### src/rtl/arm_lsu_if.sv
// Core-side request/response and memory-side beat interfaces for arm_lsu.
interface arm_lsu_req_if #(
  parameter int unsigned ADDR_W = 32
);
  logic              req_valid;
  logic              req_ready;
  logic              req_write;
  logic [1:0]        req_size;
  logic              req_signed;
  logic [ADDR_W-1:0] req_addr;
  logic [31:0]       req_wdata;
  logic              resp_valid;
  logic [31:0]       resp_rdata;
  logic              resp_err;

  modport master (
    output req_valid, req_write, req_size, req_signed, req_addr, req_wdata,
    input  req_ready, resp_valid, resp_rdata, resp_err
  );
  modport slave (
    input  req_valid, req_write, req_size, req_signed, req_addr, req_wdata,
    output req_ready, resp_valid, resp_rdata, resp_err
  );
endinterface

interface arm_lsu_mem_if #(
  parameter int unsigned DATA_W = 32,
  parameter int unsigned ADDR_W = 32
);
  logic                  mem_req;
  logic                  mem_we;
  logic [ADDR_W-1:0]     mem_addr;
  logic [DATA_W/8-1:0]   mem_be;
  logic [DATA_W-1:0]     mem_wdata;
  logic                  mem_ack;
  logic [DATA_W-1:0]     mem_rdata;

  modport master (
    output mem_req, mem_we, mem_addr, mem_be, mem_wdata,
    input  mem_ack, mem_rdata
  );
  modport slave (
    input  mem_req, mem_we, mem_addr, mem_be, mem_wdata,
    output mem_ack, mem_rdata
  );
endinterface

### src/rtl/arm_lsu.sv
// Load/store unit: request handshake, wait-stated memory beats, per-beat timeout.
// Define ARM_LSU_SPLIT_EN to run misaligned accesses as two beats instead of rejecting them.
module arm_lsu #(
  parameter int unsigned DATA_W  = 32,
  parameter int unsigned ADDR_W  = 32,
  parameter int unsigned TIMEOUT = 16
) (
  input  logic          clk_i,
  input  logic          rst_ni,
  arm_lsu_req_if.slave  core_if,
  arm_lsu_mem_if.master mem_if
);
  localparam int unsigned NB = DATA_W / 8;
  localparam int unsigned OW = $clog2(NB);
  localparam int unsigned TW = (TIMEOUT > 1) ? $clog2(TIMEOUT + 1) : 1;
  localparam logic [TW:0] TMO_LIM = (TW + 1)'(TIMEOUT);
`ifdef ARM_LSU_SPLIT_EN
  localparam int unsigned SPAN_W = 2 * NB;
`else
  localparam int unsigned SPAN_W = NB;
`endif

  typedef enum logic [1:0] {IDLE, BEAT1, BEAT2, RESP} state_e;

  state_e            state_q;
  logic              ready_q, resp_valid_q, resp_err_q;
  logic [31:0]       resp_rdata_q, rbuf_q;
  logic              mem_req_q, mem_we_q;
  logic [ADDR_W-1:0] mem_addr_q;
  logic [NB-1:0]     mem_be_q;
  logic [DATA_W-1:0] mem_wdata_q;
  logic [TW-1:0]     tmo_q;
  logic              write_q, signed_q;
  logic [1:0]        size_q;
  logic [OW-1:0]     off_q;
`ifdef ARM_LSU_SPLIT_EN
  logic [NB-1:0]     be_hi_q;
`endif

  logic [OW-1:0]     off_c;
  logic              illegal_c, tmo_hit_c, go_beat2_c;
  logic [3:0]        size_mask_c;
  logic [SPAN_W-1:0] be_span_c;
  logic [ADDR_W-1:0] base_c;
  logic [DATA_W-1:0] wdata_rep_c;
  logic [1:0]        widx_c, ridx_c;
  logic [31:0]       rbuf_c, ext_c;

  // Request decode: lane span, aligned base and store data placed on its lanes
  always_comb begin
    off_c     = core_if.req_addr[OW-1:0];
    illegal_c = (core_if.req_size == 2'd3);
`ifndef ARM_LSU_SPLIT_EN
    illegal_c = illegal_c
              | (core_if.req_size == 2'd1 && core_if.req_addr[0])
              | (core_if.req_size == 2'd2 && core_if.req_addr[1:0] != 2'b00);
`endif
    case (core_if.req_size)
      2'd0:    size_mask_c = 4'b0001;
      2'd1:    size_mask_c = 4'b0011;
      default: size_mask_c = 4'b1111;
    endcase
    be_span_c = SPAN_W'(size_mask_c) << off_c;
    base_c    = {core_if.req_addr[ADDR_W-1:OW], OW'(0)};
    widx_c    = 2'b00;
    for (int j = 0; j < int'(NB); j++) begin
      widx_c = 2'(32'(j) - 32'(off_c)) & size_mask_c[2:1];
      wdata_rep_c[8*j +: 8] = core_if.req_wdata[8*widx_c +: 8];
    end
  end

  // Merge acked lanes into the little-endian load buffer
  always_comb begin
    rbuf_c = rbuf_q;
    ridx_c = 2'b00;
    for (int j = 0; j < int'(NB); j++) begin
      if (mem_be_q[j]) begin
        ridx_c = 2'(32'(j) - 32'(off_q));
        rbuf_c[8*ridx_c +: 8] = mem_if.mem_rdata[8*j +: 8];
      end
    end
    case (size_q)
      2'd0:    ext_c = signed_q ? {{24{rbuf_c[7]}}, rbuf_c[7:0]} : {24'd0, rbuf_c[7:0]};
      2'd1:    ext_c = signed_q ? {{16{rbuf_c[15]}}, rbuf_c[15:0]} : {16'd0, rbuf_c[15:0]};
      default: ext_c = rbuf_c;
    endcase
  end

  always_comb begin
    tmo_hit_c = (TIMEOUT != 0) && (({1'b0, tmo_q} + (TW + 1)'(1)) == TMO_LIM);
`ifdef ARM_LSU_SPLIT_EN
    go_beat2_c = (state_q == BEAT1) && (be_hi_q != '0);
`else
    go_beat2_c = 1'b0;
`endif
  end

  always_ff @(posedge clk_i or negedge rst_ni) begin
    if (!rst_ni) begin
      state_q      <= IDLE;
      ready_q      <= 1'b1;
      resp_valid_q <= 1'b0;
      resp_err_q   <= 1'b0;
      resp_rdata_q <= '0;
      mem_req_q    <= 1'b0;
      mem_we_q     <= 1'b0;
      mem_addr_q   <= '0;
      mem_be_q     <= '0;
      mem_wdata_q  <= '0;
      tmo_q        <= '0;
      write_q      <= 1'b0;
      signed_q     <= 1'b0;
      size_q       <= 2'd0;
      off_q        <= '0;
      rbuf_q       <= '0;
`ifdef ARM_LSU_SPLIT_EN
      be_hi_q      <= '0;
`endif
    end else begin
      resp_valid_q <= 1'b0;
      case (state_q)
        IDLE: begin
          if (core_if.req_valid && ready_q) begin
            ready_q  <= 1'b0;
            write_q  <= core_if.req_write;
            signed_q <= core_if.req_signed;
            size_q   <= core_if.req_size;
            off_q    <= off_c;
            rbuf_q   <= '0;
`ifdef ARM_LSU_SPLIT_EN
            be_hi_q  <= be_span_c[2*NB-1:NB];
`endif
            if (illegal_c) begin
              state_q      <= RESP;
              resp_valid_q <= 1'b1;
              resp_err_q   <= 1'b1;
              resp_rdata_q <= '0;
            end else begin
              state_q     <= BEAT1;
              mem_req_q   <= 1'b1;
              mem_we_q    <= core_if.req_write;
              mem_addr_q  <= base_c;
              mem_be_q    <= be_span_c[NB-1:0];
              mem_wdata_q <= wdata_rep_c;
              tmo_q       <= '0;
            end
          end
        end
        BEAT1, BEAT2: begin
          if (mem_if.mem_ack) begin
            rbuf_q <= rbuf_c;
            tmo_q  <= '0;
            if (go_beat2_c) begin
              state_q    <= BEAT2;
              mem_addr_q <= mem_addr_q + ADDR_W'(NB);
`ifdef ARM_LSU_SPLIT_EN
              mem_be_q   <= be_hi_q;
`endif
            end else begin
              state_q      <= RESP;
              mem_req_q    <= 1'b0;
              resp_valid_q <= 1'b1;
              resp_err_q   <= 1'b0;
              resp_rdata_q <= write_q ? 32'd0 : ext_c;
            end
          end else if (tmo_hit_c) begin
            // Abort: any remaining beat is skipped
            state_q      <= RESP;
            mem_req_q    <= 1'b0;
            resp_valid_q <= 1'b1;
            resp_err_q   <= 1'b1;
            resp_rdata_q <= '0;
          end else begin
            tmo_q <= tmo_q + TW'(1);
          end
        end
        RESP: begin
          state_q      <= IDLE;
          ready_q      <= 1'b1;
          resp_err_q   <= 1'b0;
          resp_rdata_q <= '0;
        end
        default: state_q <= IDLE;
      endcase
    end
  end

  assign core_if.req_ready  = ready_q;
  assign core_if.resp_valid = resp_valid_q;
  assign core_if.resp_rdata = resp_rdata_q;
  assign core_if.resp_err   = resp_err_q;
  assign mem_if.mem_req     = mem_req_q;
  assign mem_if.mem_we      = mem_we_q;
  assign mem_if.mem_addr    = mem_addr_q;
  assign mem_if.mem_be      = mem_be_q;
  assign mem_if.mem_wdata   = mem_wdata_q;

endmodule

### src/flat_wrapper.sv
// flat-port wrapper written by rule: the top's interface ports become plain ports
module arm_lsu_flat 
#(
  parameter int unsigned DATA_W  = 32,
  parameter int unsigned ADDR_W  = 32,
  parameter int unsigned TIMEOUT = 16
)
  (clk_i, rst_ni, core_if_req_valid, core_if_req_write, core_if_req_size, core_if_req_signed, core_if_req_addr, core_if_req_wdata, core_if_req_ready, core_if_resp_valid, core_if_resp_rdata, core_if_resp_err, mem_if_mem_req, mem_if_mem_we, mem_if_mem_addr, mem_if_mem_be, mem_if_mem_wdata, mem_if_mem_ack, mem_if_mem_rdata);
  arm_lsu_req_if #(.ADDR_W(ADDR_W)) core_if_i ();
  arm_lsu_mem_if #(.DATA_W(DATA_W), .ADDR_W(ADDR_W)) mem_if_i ();
  input  logic clk_i;
  input  logic rst_ni;
  input wire logic [$bits(core_if_i.req_valid)-1:0] core_if_req_valid;
  input wire logic [$bits(core_if_i.req_write)-1:0] core_if_req_write;
  input wire logic [$bits(core_if_i.req_size)-1:0] core_if_req_size;
  input wire logic [$bits(core_if_i.req_signed)-1:0] core_if_req_signed;
  input wire logic [$bits(core_if_i.req_addr)-1:0] core_if_req_addr;
  input wire logic [$bits(core_if_i.req_wdata)-1:0] core_if_req_wdata;
  output wire logic [$bits(core_if_i.req_ready)-1:0] core_if_req_ready;
  output wire logic [$bits(core_if_i.resp_valid)-1:0] core_if_resp_valid;
  output wire logic [$bits(core_if_i.resp_rdata)-1:0] core_if_resp_rdata;
  output wire logic [$bits(core_if_i.resp_err)-1:0] core_if_resp_err;
  output wire logic [$bits(mem_if_i.mem_req)-1:0] mem_if_mem_req;
  output wire logic [$bits(mem_if_i.mem_we)-1:0] mem_if_mem_we;
  output wire logic [$bits(mem_if_i.mem_addr)-1:0] mem_if_mem_addr;
  output wire logic [$bits(mem_if_i.mem_be)-1:0] mem_if_mem_be;
  output wire logic [$bits(mem_if_i.mem_wdata)-1:0] mem_if_mem_wdata;
  input wire logic [$bits(mem_if_i.mem_ack)-1:0] mem_if_mem_ack;
  input wire logic [$bits(mem_if_i.mem_rdata)-1:0] mem_if_mem_rdata;
  assign core_if_i.req_valid = core_if_req_valid;
  assign core_if_i.req_write = core_if_req_write;
  assign core_if_i.req_size = core_if_req_size;
  assign core_if_i.req_signed = core_if_req_signed;
  assign core_if_i.req_addr = core_if_req_addr;
  assign core_if_i.req_wdata = core_if_req_wdata;
  assign core_if_req_ready = core_if_i.req_ready;
  assign core_if_resp_valid = core_if_i.resp_valid;
  assign core_if_resp_rdata = core_if_i.resp_rdata;
  assign core_if_resp_err = core_if_i.resp_err;
  assign mem_if_mem_req = mem_if_i.mem_req;
  assign mem_if_mem_we = mem_if_i.mem_we;
  assign mem_if_mem_addr = mem_if_i.mem_addr;
  assign mem_if_mem_be = mem_if_i.mem_be;
  assign mem_if_mem_wdata = mem_if_i.mem_wdata;
  assign mem_if_i.mem_ack = mem_if_mem_ack;
  assign mem_if_i.mem_rdata = mem_if_mem_rdata;
  arm_lsu #(.DATA_W(DATA_W), .ADDR_W(ADDR_W), .TIMEOUT(TIMEOUT)) u_core (.clk_i(clk_i), .rst_ni(rst_ni), .core_if(core_if_i), .mem_if(mem_if_i));
endmodule
### config.mk
export PLATFORM = sky130hd
export DESIGN_NAME = arm_lsu_flat
export DESIGN_NICKNAME = d
export VERILOG_FILES = /design/src/rtl/arm_lsu_if.sv /design/src/rtl/arm_lsu.sv /design/src/flat_wrapper.sv
export SDC_FILE = /design/constraint.sdc
export NUM_CORES = 1
export LEC_CHECK = 0
export ABC_AREA = 1
export CORE_UTILIZATION = 51
export DETAILED_ROUTE_END_ITERATION = 12
export PLACE_DENSITY = 0.8
export SYNTH_ARGS = -nofsm -noshare
export SYNTH_HDL_FRONTEND = slang
export SYNTH_SLANG_ARGS = --single-unit
### constraint.sdc
create_clock -name clk_i -period 2.8 [get_ports clk_i]
set_clock_uncertainty 0.1 [all_clocks]
set_input_delay 0.42 -clock clk_i [delete_from_list [all_inputs] [get_ports clk_i]]
set_output_delay 0.42 -clock clk_i [all_outputs]
set_load 0.005 [all_outputs]
==> flow_summary.yaml <==
routing:
  num_vias: 9508
  first_iter_violations: 748
  wl_per_cell_um: 17.0
  postRouteAntennaNets: 0
  first_pass_iters: 5
  viasPerCell: 5.40
  drt_wl_total_um: 29900
  drc_errors: 0
synthesis:
  seq_area_frac_synth_pct: 42.1
  netlist_area_um2: 8810
  yosys_warnings: 0
  synth_cell_type_count: 34
  postSynthCellCount: 1301
  synth_area_per_cell_um2: 6.77
  synth-seq-cells: 148
layout:
  utilization_pct: 71.5
  nNetsFinal: 1642
  fill_cells: 1421
  area_delta_synth_final_pct: 35.6
  n_antenna_cell: 0
  fin_area_um2: 11900
  drive_above_1_share_pct: 6.10
  final_cells: 1760
timing:
  hold_ws_ns: 0.370
  relSlewSlack_pct: 60.6
  tns_ns: 0
  post-route-period-util_pct: 90.1
  fmax_mhz: 396
  fin_ws_ns: 0.276
  worstMarginPinSlew_ns: 0.585
  hold_viol_final: 0
  rsz0062_at_grt: "false"
  slew_violations: 0
  report.final.setup_viol: 0
  period_minus_slack_ns: 2.52
cts:
  htreeDepth: 4
  clock-sinks: 148
  post_cts_resized: 0
  cts_made_buffers: 17
  cts_tree: "done"
  clk_pin_slew_ns: 0.07
  hold_buffers: 1
  cts_root_buf: "clkbuf_16"
  clkLatencyLatePin_ns: 0.43
  ctsLongestPathBuffers: 2
  postCtsSetupBuffers: 0
pwr:
  p_leak_nw: 6.23
  total_power_mw: 12.7
  peakVddDrop_uv: 619
  switching_share_pct: 44.2
  p_clk_share_pct: 18.9
  cellPowerDensity_nw_per_um2: 1060
  p_seq_share_pct: 28.0
  switching_power_mw: 5.59
  pwr-share-comb_pct: 53.1
  intPower_mw: 7.07
placement:
  dpl_worst_slack_ns: 0.185
  placed_cell_area_um2: 11300
  place_congestion: 0.997
  place_inst: 1727
  hpwl_um: 21900
  port_buffers: 206
setup_path:
  r2r_cells: 12
  cp.required_ns: 3.01
  crit_path_start_kind: "register"
  critical_path.max_fanout: 16
  critPathArrivalTime_ns: 2.74
  reg2reg_setup_slack_ns: 0.28
  rr_endpoint: "u_core.core_if.resp_rdata[17]"
  reg2reg_from: "u_core.off_q[0]"
  crit_type: "register to register"
  endpoint_kind: "register"
grt:
  first_global_vias: 9040
  grt_max_degree: 55
  grt_pass1_wl_um: 47200
  antenna_found_initial: 0
  grtUsageTotal_pct: 34.4
  grt-ovfl-total: 0
die:
  fp.dieH_um: 133
  core_area_um2: 16700
  rows: 47
  die_area_um2: 17800
  die_w_um: 133
  io_pins: 209
  start_util_pct: 52.7
worst_hold_path:
  min_from: "u_core.mem_if.mem_addr[9]"
  holdCritPathClass: "register to register"
  min_path_cells: 2
  worstHoldEndpoint: "u_core.mem_if.mem_addr[9]"
job:
  maxCapViolCount: 0
outcome:
  status: "completed"
[power groups by stage]
stage | Combinational (mW) | Clock [mW] | Sequential (mW)
after floorplan | 3.53 | 0 | 3.52
after global placement | 6.53 | 0 | 3.54
after detailed placement | 6.60 | 0 | 3.54
after CTS | 6.65 | 2.42 | 3.53
after global routing | 7.39 | 2.52 | 3.63
final | 6.72 | 2.39 | 3.54
[worst max path at each step]
stage | start | cells after the start | to | slack, ns
after CTS | u_core.off_q[1] | 9 | u_core.core_if.resp_rdata[17] | 0.33
after floorplan | u_core.off_q[0] | 13 | u_core.core_if.resp_rdata[23] | 0.59
after global routing | u_core.off_q[0] | 12 | u_core.core_if.resp_rdata[17] | 0.13
after detailed placement | core_if_req_addr[0] | 12 | u_core.tmo_q[2] | 0.19
final | u_core.off_q[0] | 12 | u_core.core_if.resp_rdata[17] | 0.28
after global placement | core_if_req_addr[0] | 12 | u_core.tmo_q[2] | 0.26
[layout by cell type, fill, tap and decap left out, drive strengths merged]
master | Yosys | routed
a21oi | 63 | 63
a22o | 1 | 1
a22oi | 1 | 1
a32o | 1 | 1
buf | 20 | 46
bufinv | 0 | 2
clkbuf | 26 | 17
clkdlybuf4s50 | 0 | 205
clkinvlp | 0 | 3
conb | 1 | 2
dfrtp | 147 | 147
dfstp | 1 | 1
dlygate4sd3 | 0 | 1
ha | 11 | 11
inv | 124 | 134
mux2i | 32 | 32
nand2 | 603 | 603
nand3 | 117 | 117
nand3b | 1 | 1
nor2 | 51 | 51
nor3 | 7 | 7
o211ai | 7 | 7
o21a | 1 | 1
o21ai | 84 | 84
o31ai | 1 | 1
xor2 | 1 | 1
[critical path, stage by stage (launching register included)]
cell	delay, ns
dfrtp_1	0.36
inv_2	0.08
ha_1	0.23
nand2_1	0.26
inv_1	0.18
nand2_1	0.22
o21ai_1	0.09
inv_1	0.08
nand2_2	0.10
nand3_4	0.09
nand3_2	0.31
nand3_1	0.22
nand2_1	0.07
[kinds of logic (layout without fill, tap and decap cells)]
group                    count (synthesis)  count (layout)  synth area share [%]
AND/OR/NAND/NOR                        779             779                  35.5
buffers and inverters                  170             408                  7.63
AO/OA/AOI/OAI                          159             159                  9.46
flip-flops                             148             148                  42.1
multiplexers                            32              32                  3.64
adder cells (fa/ha/maj)                 11              11                  1.56
other                                    1               2                0.0426
XOR/XNOR                                 1               1                0.0994
[synth_stat cells]
cell type  instances  area, µm²
dfrtp_1          147       3680
a22o_1             1       8.76
buf_2             15       75.1
nor2_1            48        180
buf_4              2       15.0
nand3_1          114        571
nor2_4             1       11.3
inv_1            120        450
a22oi_1            1       7.51
nand3_4            1       17.5
o21ai_1            1       5.00
buf_6              1       11.3
nor3_1             6       30.0
nor3_2             1       10.0
o211ai_1           7       52.6
nand3b_1           1       7.51
o21ai_2            1       8.76
conb_1             1       3.75
o31ai_1            1       7.51
buf_1              2       7.51
dfstp_2            1       26.3
nor2_2             2       12.5
clkbuf_1          26       97.6
o21ai_0           82        410
mux2i_1           32        320
nand2_1          601       2260
a32o_1             1       10.0
nand3_2            2       20.0
nand2_2            2       12.5
a21oi_1           63        315
inv_2              4       15.0
xor2_1             1       8.76
o21a_1             1       7.51
ha_1              11        138
[cell type report]
cell class                 count  area, µm²  area share (%)
clock buffer                  17        425            3.56
clock inverter                15        183            1.53
inverter                     124        465            3.90
multi-input combinational    984       4440            37.2
sequential                   148       3700            31.0
tap                          220        275            2.30
timing repair buffer         252       2450            20.5
[flip-flops by register name (all words and copies together), names as in the netlist, 2 cells and up]
register                   cells
u_core.core_if.resp_rdata     32
u_core.mem_if.mem_wdata       32
u_core.rbuf_q                 32
u_core.mem_if.mem_addr        30
u_core.tmo_q                   5
u_core.mem_if.mem_be           4
u_core.off_q                   2
u_core.size_q                  2
u_core.state_q                 2
[layer usage]
layer | up-vias | GRT usage, % | wire (µm)
met5 | - | 0 | 0
li1 | 4548 | - | -
met3 | 71 | 9.02 | 2790
met4 | 0 | 14.0 | 1130
met1 | 4422 | 45.2 | 12400
met2 | 467 | 54.1 | 13600
(Power assumes the default switching activity.)
